### src/rtl/prog_loader.sv
// prog_loader: streams a program into imem, runs the core until done, then drains dmem results.
// Optional LOADER_WDOG_EN: abort RUN with err after WDOG_CYCLES cycles without core_done.
module prog_loader #(
    parameter int IW          = 9,
    parameter int IADDR       = 8,
    parameter int DW          = 8,
    parameter int DADDR       = 8,
    parameter int RD_BASE     = 0,
    parameter int RD_LEN      = 4,
    parameter int CW          = 16,
    parameter int WDOG_CYCLES = 4096
) (
    input  logic             clk,
    input  logic             reset,
    input  logic             ld_valid,
    output logic             ld_ready,
    input  logic [IW-1:0]    ld_data,
    input  logic             ld_last,
    output logic             im_we,
    output logic [IADDR-1:0] im_addr,
    output logic [IW-1:0]    im_wdata,
    output logic             core_rst,
    input  logic             core_done,
    output logic [DADDR-1:0] dm_addr,
    input  logic [DW-1:0]    dm_rdata,
    output logic             res_valid,
    input  logic             res_ready,
    output logic [DW-1:0]    res_data,
    output logic [CW-1:0]    cyc_cnt,
    output logic             busy,
    output logic             err
);
    typedef enum logic [2:0] {LOAD, RUN, FETCH, OFFER, HALT} state_t;
`ifdef LOADER_WDOG_EN
    localparam bit WDOG_ON = 1'b1;
`else
    localparam bit WDOG_ON = 1'b0;
`endif
    localparam logic [IADDR-1:0] WPTR_MAX  = {IADDR{1'b1}};
    localparam logic [CW-1:0]    CYC_MAX   = {CW{1'b1}};
    localparam logic [DADDR-1:0] RCNT_LAST = DADDR'(RD_LEN - 1);
    state_t           state;
    logic [IADDR-1:0] wptr;
    logic [DADDR-1:0] rcnt;
    assign ld_ready = state == LOAD;
    assign core_rst = state != RUN;
    assign busy     = state != HALT;
    assign im_we    = ld_valid & ld_ready;
    assign im_addr  = wptr;
    assign im_wdata = ld_data;
    assign dm_addr  = DADDR'(RD_BASE) + rcnt;
    // loader sequencer: program load, core run timing, result drain
    always_ff @(posedge clk or posedge reset) begin
        if (reset) begin
            state     <= LOAD;
            wptr      <= '0;
            rcnt      <= '0;
            res_valid <= 1'b0;
            res_data  <= '0;
            cyc_cnt   <= '0;
            err       <= 1'b0;
        end else begin
            case (state)
                LOAD: if (ld_valid) begin
                    if (wptr != WPTR_MAX) wptr <= wptr + 1'b1;
                    if (ld_last) begin
                        state   <= RUN;
                        cyc_cnt <= '0;
                    end else if (wptr == WPTR_MAX) begin
                        err   <= 1'b1;
                        state <= HALT;
                    end
                end
                RUN: if (core_done) state <= FETCH;
                else begin
                    cyc_cnt <= (cyc_cnt == CYC_MAX) ? cyc_cnt : cyc_cnt + 1'b1;
                    if (WDOG_ON && (32'(cyc_cnt) + 32'd1 >= 32'(WDOG_CYCLES))) begin
                        err   <= 1'b1;
                        state <= HALT;
                    end
                end
                FETCH: begin
                    res_data  <= dm_rdata;
                    res_valid <= 1'b1;
                    state     <= OFFER;
                end
                OFFER: if (res_ready) begin
                    res_valid <= 1'b0;
                    rcnt      <= rcnt + 1'b1;
                    state     <= (rcnt == RCNT_LAST) ? HALT : FETCH;
                end
                HALT: state <= HALT;
                default: state <= LOAD;
            endcase
        end
    end
endmodule

### config.mk
export PLATFORM = sky130hd
export DESIGN_NAME = prog_loader
export DESIGN_NICKNAME = d
export VERILOG_FILES = /design/src/rtl/prog_loader.sv
export SDC_FILE = /design/constraint.sdc
export NUM_CORES = 1
export LEC_CHECK = 0
export ABC_AREA = 0
export CAP_MARGIN = 5
export CORE_ASPECT_RATIO = 0.5
export CORE_MARGIN = 3
export CORE_UTILIZATION = 49
export DETAILED_ROUTE_END_ITERATION = 8
export PLACE_DENSITY = 0.9
export SLEW_MARGIN = 10
export SYNTH_ARGS = -nofsm -noshare
export SYNTH_HDL_FRONTEND = slang
export SYNTH_SLANG_ARGS = --single-unit
### constraint.sdc
create_clock -name clk -period 4.73 [get_ports clk]
set_input_delay 0.946 -clock clk [delete_from_list [all_inputs] [get_ports clk]]
set_output_delay 0.946 -clock clk [all_outputs]
set_load 0.05 [all_outputs]
==> metrics.txt, run 1 <==
status complete, no violations; crit path max fanout 4; post-synthesis mux area share 4.867%; routed vias/inst 5.901; crit path kind in2out; vias post-DR 2077; Net Sw Frac 50.03%; core area ~4600 um2; die height 56.45 um; CTS tree built; Synth Area in Compound Gates between 10% and 20%; Max Fclk 263.8 MHz; flop-to-flop setup slack between 2 and 2.5 ns; Synth async-reset ratio 100.0%; Ys Warns 0; Die Footprint 6033 um2; clock tree sinks 45; Longest Clk Path Bufs 2; Pleak roughly 1.2 nW; drt pass-1 iters 5; DRT antenna net count 0; number of synthesized flops with an enable pin 0; Seq/Total Area, Yosys between 40% and 50%; post-cts resize count 0; most common cell after layout, fill and taps aside clkdlybuf4s50_1; Worst setup SP type input pin; Psw 0.9930 mW; initial antenna violation count 0; Post-Synth XOR/XNOR Area 4.917%; PortBufs 59; Diodes inserted 0; H-tree lvl count 2; Routed WL per cell between 15 and 20 um; share of layout cells above drive strength 1 between 10% and 20%; sequential share of power 33.5%; Clock Tree Root clkbuf_8; most frequent cells in the layout clkdlybuf4s50_1 (59), dfrtp_1 (45), nand2_1 (24); reg-to-reg startpoint state[0]; top_reg_cell synth dfrtp_1; postcts setup bufs 0; Arrival @ worst endpoint around 2.9 ns; hold-critical path depth 2; Final Hold Viols 0; PwrDens 639.2 nW/um2; fin crit share 80.15%; Synth Instances around 240; 1st-iter DRT viols 139; reg2reg end cyc_cnt[11]; RSZ-0062 raised after global routing false; final setup fails 0; largest area contributor in the netlist dfrtp_1; vias in the first global route 1975; final core occ between 60% and 70%; R2R depth 4; gpl congestion around 0.85; Clock Pin Slew Worst Setup and Hold Paths 0.09 ns; Comb power frac 54.1%; FP Rows 17; Skew-Pair Late Insertion Delay ~0.3 ns; post-synth top area share about 45%; final wirelength 5654 um; fin. max-slew vios 0; Mapped Area 2494 um2; clock network power share 12.4%; worst min path class reg2reg; Tot GR Track Use 19.61%; NumNets Final 311; Setup crit end kind output pin; Initial Util 53.78%; max cap viols 0; Sum Neg Setup Slack 0 ns; largest family of logic cells by synthesized area simple AND/OR/NAND/NOR gates; Synth Register Bits 45; distinct cell type count after synthesis 57; Post-Route Skew 0.008403 ns; Simple-Gate Fraction of Synth Area between 20% and 30%; cell internal pwr 0.9919 mW; post-synthesis average cell area 10.43 um2; adder-cell share of the synthesized area 1.505%; CTS Buf Count 5; die width 106.9 um; HPWL after DPL 4068 um; Crit path required time 3.78 ns; Min-Delay Startpoint err; Tmin final approximately 3.8 ns; num ports 78; DRC viols 0; Layout area overhead 24.54%; Slew headroom between 40% and 50%; largest net degree at the start of global routing 46; net count after synthesis 265; Hold Crit Endpoint err; Post-CTS Hold Fix Bufs 0; worst vdd ir 541.8 uV; Worst Tran Pin Value 0.8198 ns; global-route wire length before repair 9653 um; Synth area leaders dfrtp_1 (45%), xnor2_1 (4.6%), mux2_2 (4.1%), nand2_1 (3.6%), nand4_1 (3.0%); GR Overflow Total 0
-- layout make-up --
| cell class | count | area [um2] |
|---|---|---|
| Fill cell | 357 | 1531 |
| Multi-Input combinational cell | 167 | 1185 |
| Clock buffer | 5 | 68.82 |
| Inverter | 6 | 22.52 |
| Sequential cell | 45 | 1126 |
| Tap cell | 66 | 82.58 |
| Clock inverter | 3 | 22.52 |
| Timing Repair Buffer | 60 | 598.1 |
-- how the worst max path moves through the flow --
stage | start | to | slack, ns
final | ld_valid | im_we | 0.94
after global routing | ld_valid | im_we | 0.89
after CTS | ld_valid | im_we | 0.94
after detailed placement | ld_valid | im_we | 0.96
after global placement | ld_valid | im_we | 0.96
after floorplan | state[2] | ld_ready | 1.99
-- through the flow --
stage                     instances  setup WS, ns  instance area, um2  hold WS (ns)  power, mW
final                           352        0.9388                3105        0.4776      1.985
after global routing            352        0.8879                3105        0.5110      2.092
after CTS                       352        0.9404                3105        0.4811      1.995
after detailed placement        344        0.9596                3014        0.4592      1.751
after global placement          344        0.9564                3014        0.4533      1.717
after floorplan                 239         1.988                2494        0.6329      1.468
-- power groups by stage --
stage               Clock (mW)  Sequential [mW]  Combinational (mW)
finish                   0.247            0.664                1.07
floorplan                    0            0.971               0.497
global placement             0            0.659                1.06
CTS                      0.250            0.663                1.08
detailed placement           0            0.671                1.08
global route             0.266            0.689                1.14
-- layer usage --
layer  wire length [um]  up-vias  global-route usage, %
met5                  0        -                      0
met4                 51        0                  5.647
met3                286        8                  4.707
met2               2803       65                  32.38
met1               2513     1014                  25.86
li1                   -      990                      -
-- cell usage after synthesis, drive strengths merged, types with 2 or more instances --
cell type / count
a21o: 3
a21oi: 4
a31oi: 6
a32oi: 2
and2: 2
and3: 4
and4: 3
buf: 15
clkbuf: 6
dfrtp: 45
ha: 3
inv: 6
mux2: 9
mux2i: 2
nand2: 24
nand3: 12
nand4: 13
nand4b: 2
nor2: 10
nor3: 6
nor3b: 2
nor4: 2
nor4b: 3
o211ai: 4
o21ai: 5
o311ai: 4
o31ai: 3
or3: 3
or4: 4
xnor2: 13
-- cell families after synthesis --
group / count (synthesis)
AOI/OAI and AO/OA: 43
adders and majority gates: 3
and+or+nand+nor: 96
DFF: 45
muxes: 11
xor gates and xnor gates: 14
buffers and inverters: 27
-- critical path: stages --
cell and delay (ns):
clkdlybuf4s50_1 0.52, or4b_4 0.52, inv_1 0.07, clkdlybuf4s50_1 0.79
-- flip-flops by register name (all words and copies together), names as in the netlist --
signal / cells
cyc_cnt: 16
err: 1
im_addr: 8
rcnt: 8
res_data: 8
res_valid: 1
state: 3
Power figures use the tool's default switching activity.
==> inputs of run 2 (changes only) <==
--- a/config.mk
+++ b/config.mk
@@ -9,9 +9,9 @@
 export CAP_MARGIN = 5
 export CORE_ASPECT_RATIO = 0.5
 export CORE_MARGIN = 3
-export CORE_UTILIZATION = 49
+export CORE_UTILIZATION = 42
 export DETAILED_ROUTE_END_ITERATION = 8
-export PLACE_DENSITY = 0.9
+export PLACE_DENSITY = 0.82
 export SLEW_MARGIN = 10
 export SYNTH_ARGS = -nofsm -noshare
 export SYNTH_HDL_FRONTEND = slang
==> constraint.sdc (replaced) <==
create_clock -name clk -period 3.05 [get_ports clk]
set_input_delay 0.61 -clock clk [delete_from_list [all_inputs] [get_ports clk]]
set_output_delay 0.61 -clock clk [all_outputs]
set_load 0.05 [all_outputs]
==> run 2 against run 1 <==
Compared with the run above:
- sequential share of layout area decreased by 1.1 points
- first-iteration DRC count increased by 13%
- clock-buffer cell count unchanged
- sequential cell count unchanged
- hold slack got worse by 0.0015 ns
- sequential power increased by 51%
- total power increased by 66%
- die area increased by 15%
- final cell count increased by 2.8%
- design area increased by 3.2%
- non-clock buffer count increased by 3
- critical path type is now reg2out
- critical endpoint is now core_rst
==> metrics.txt, run 2 (synthesized netlist as in run 1, its figures left out) <==
placed cell area 3055 um2 (+1.4%); Die Footprint 6954 um2 (+15%); Clock Tree Root clkbuf_16; die width 115.0 um (+7.6%); HPWL after DPL 4092 um (+0.59%); global-route wire length before repair 9177 um (-4.9%); Setup WS pre-CTS 0.5484 ns (-0.4111 ns); share of layout cells above drive strength 1 11.42% (+1.3 points); Routed WL per cell 15.63 um (-2.7%); max cap viols 0 (unchanged); Setup crit end kind output pin; Worst Tran Pin Value 1.026 ns (+0.2061 ns); Clock Pin Slew Worst Setup and Hold Paths 0.06 ns (-0.03 ns); gpl congestion 0.8598 (+1.5%); FP Rows 19 (+2); crit path max fanout 13 (+9); drt pass-1 iters 4 (-1); RSZ-0062 raised after global routing false; Tot GR Track Use 16.82% (-2.8 points); initial antenna violation count 0 (unchanged); Final WS setup 0.3106 ns (-0.6283 ns); crit path kind reg2out; PortBufs 59 (unchanged); Tmin final ~2.7 ns; DRT antenna net count 0 (unchanged); Longest Clk Path Bufs 2 (unchanged); die height 60.49 um (+7.2%); GR Overflow Total 0 (unchanged); Layout area overhead 28.55%; PwrDens 1026 nW/um2 (+60%); worst vdd ir 742.7 uV (+37%); postcts setup bufs 0 (unchanged); fin. max-slew vios 0 (unchanged); Biggest register cyc_cnt; Skew-Pair Late Insertion Delay 0.29 ns (about the same); most common cell after layout, fill and taps aside clkdlybuf4s50_1; cell area after layout 3206 um2 (+3.2%); final core occ 57.14% (-9.8 points); worst min path class reg2reg; Post-CTS Hold Fix Bufs 0 (unchanged); largest net degree at the start of global routing 31 (-33%); Diodes inserted 0 (unchanged); post-cts resize count 0 (unchanged); Crit path required time 2.44 ns (-1.34 ns); Initial Util 44.45% (-9.3 points); num ports 78 (unchanged); CTS Buf Count 5 (unchanged); max reg flops 16 (unchanged); clock tree sinks 45 (unchanged); Slew headroom 31.18% (-14 points); final setup fails 0 (unchanged); final wirelength 5659 um (about the same); H-tree lvl count 2 (unchanged); Final Hold Viols 0 (unchanged); Worst setup SP type flip-flop; Arrival @ worst endpoint 2.13 ns (-0.72 ns); 1st-iter DRT viols 157 (+13%); NumNets Final 314 (+0.96%); Post-Route Skew 0.003361 ns (-0.005042 ns); Sum Neg Setup Slack 0 ns (unchanged); CTS tree built; routed vias/inst 5.704 (-3.3%); vias in the first global route 1875 (-5.1%); vias post-DR 2065 (-0.58%); core area 5610 um2 (+21%); DRC viols 0 (unchanged); Max Fclk 365.0 MHz; fin crit share approximately nine tenths; status complete, no violations; most frequent cells in the layout clkdlybuf4s50_1 (58), dfrtp_1 (45), nand2_1 (24); Pleak 1.282 nW (+3.4%)
[run 2: cell count changes in the layout (fill, tap and decap cells not counted)]
cell	delta
buf_4	+3
buf_12	+1
clkinv_4	-1
clkinvlp_4	+1
clkinv_2	-1
clkbuf_8	-5
clkdlybuf4s50_1	-1
clkbuf_16	+5
inv_6	+1
[run 2: per-stage QoR]
step | hold WS [ns] | std cells | total power [mW]
final | 0.4761 | 362 | 3.288
after global placement | 0.4568 | 354 | 2.712
after CTS | 0.4812 | 362 | 3.311
after global routing | 0.5077 | 362 | 3.468
after detailed placement | 0.4663 | 354 | 2.757
after floorplan | 0.6329 | 239 | 2.276
[run 2: worst paths after layout]
kind | from | end | slack, ns | depth (start not counted)
max | state[1] | core_rst | 0.31 | 3
min | res_valid | res_valid | 0.48 | 1
max reg2reg | cyc_cnt[0] | cyc_cnt[0] | 0.77 | 5
min reg2reg | res_valid | res_valid | 0.48 | 1
max in group asynchronous | reset | cyc_cnt[11] | 1.58 | 3
min in group asynchronous | reset | res_data[2] | 0.76 | 2
[run 2: cell type report]
type,count,area [um2]
multi-input combinational,167,1185
fill,472,2405
sequential,45,1126
timing repair buffer,63,630.6
clock buffer,5,125.1
inverter,6,22.52
clock inverter,3,25.02
tap,73,91.34
[run 2: per-layer routing]
metal  global-route usage [%]  routed length [um]  share of wire, %
met4                    5.686                  70               1.2
met1                    22.03                2506                44
met5                        0                   0                 0
met2                    27.22                2737                48
met3                    5.080                 345               6.1
[run 2: where the power goes]
group | leakage, nW | internal [mW] | total, mW | switching [mW]
combinational | 0.633 | 0.630 | 1.74 | 1.11
sequential | 0.579 | 0.779 | 1.00 | 0.225
clock | 0.0704 | 0.308 | 0.541 | 0.233
total | 1.28 | 1.72 | 3.29 | 1.57
[run 2: worst max-delay path, stage by stage (launching register included)]
cell	delay, ns
dfrtp_1	0.62
nor3b_4	0.07
inv_1	0.28
clkdlybuf4s50_1	0.87
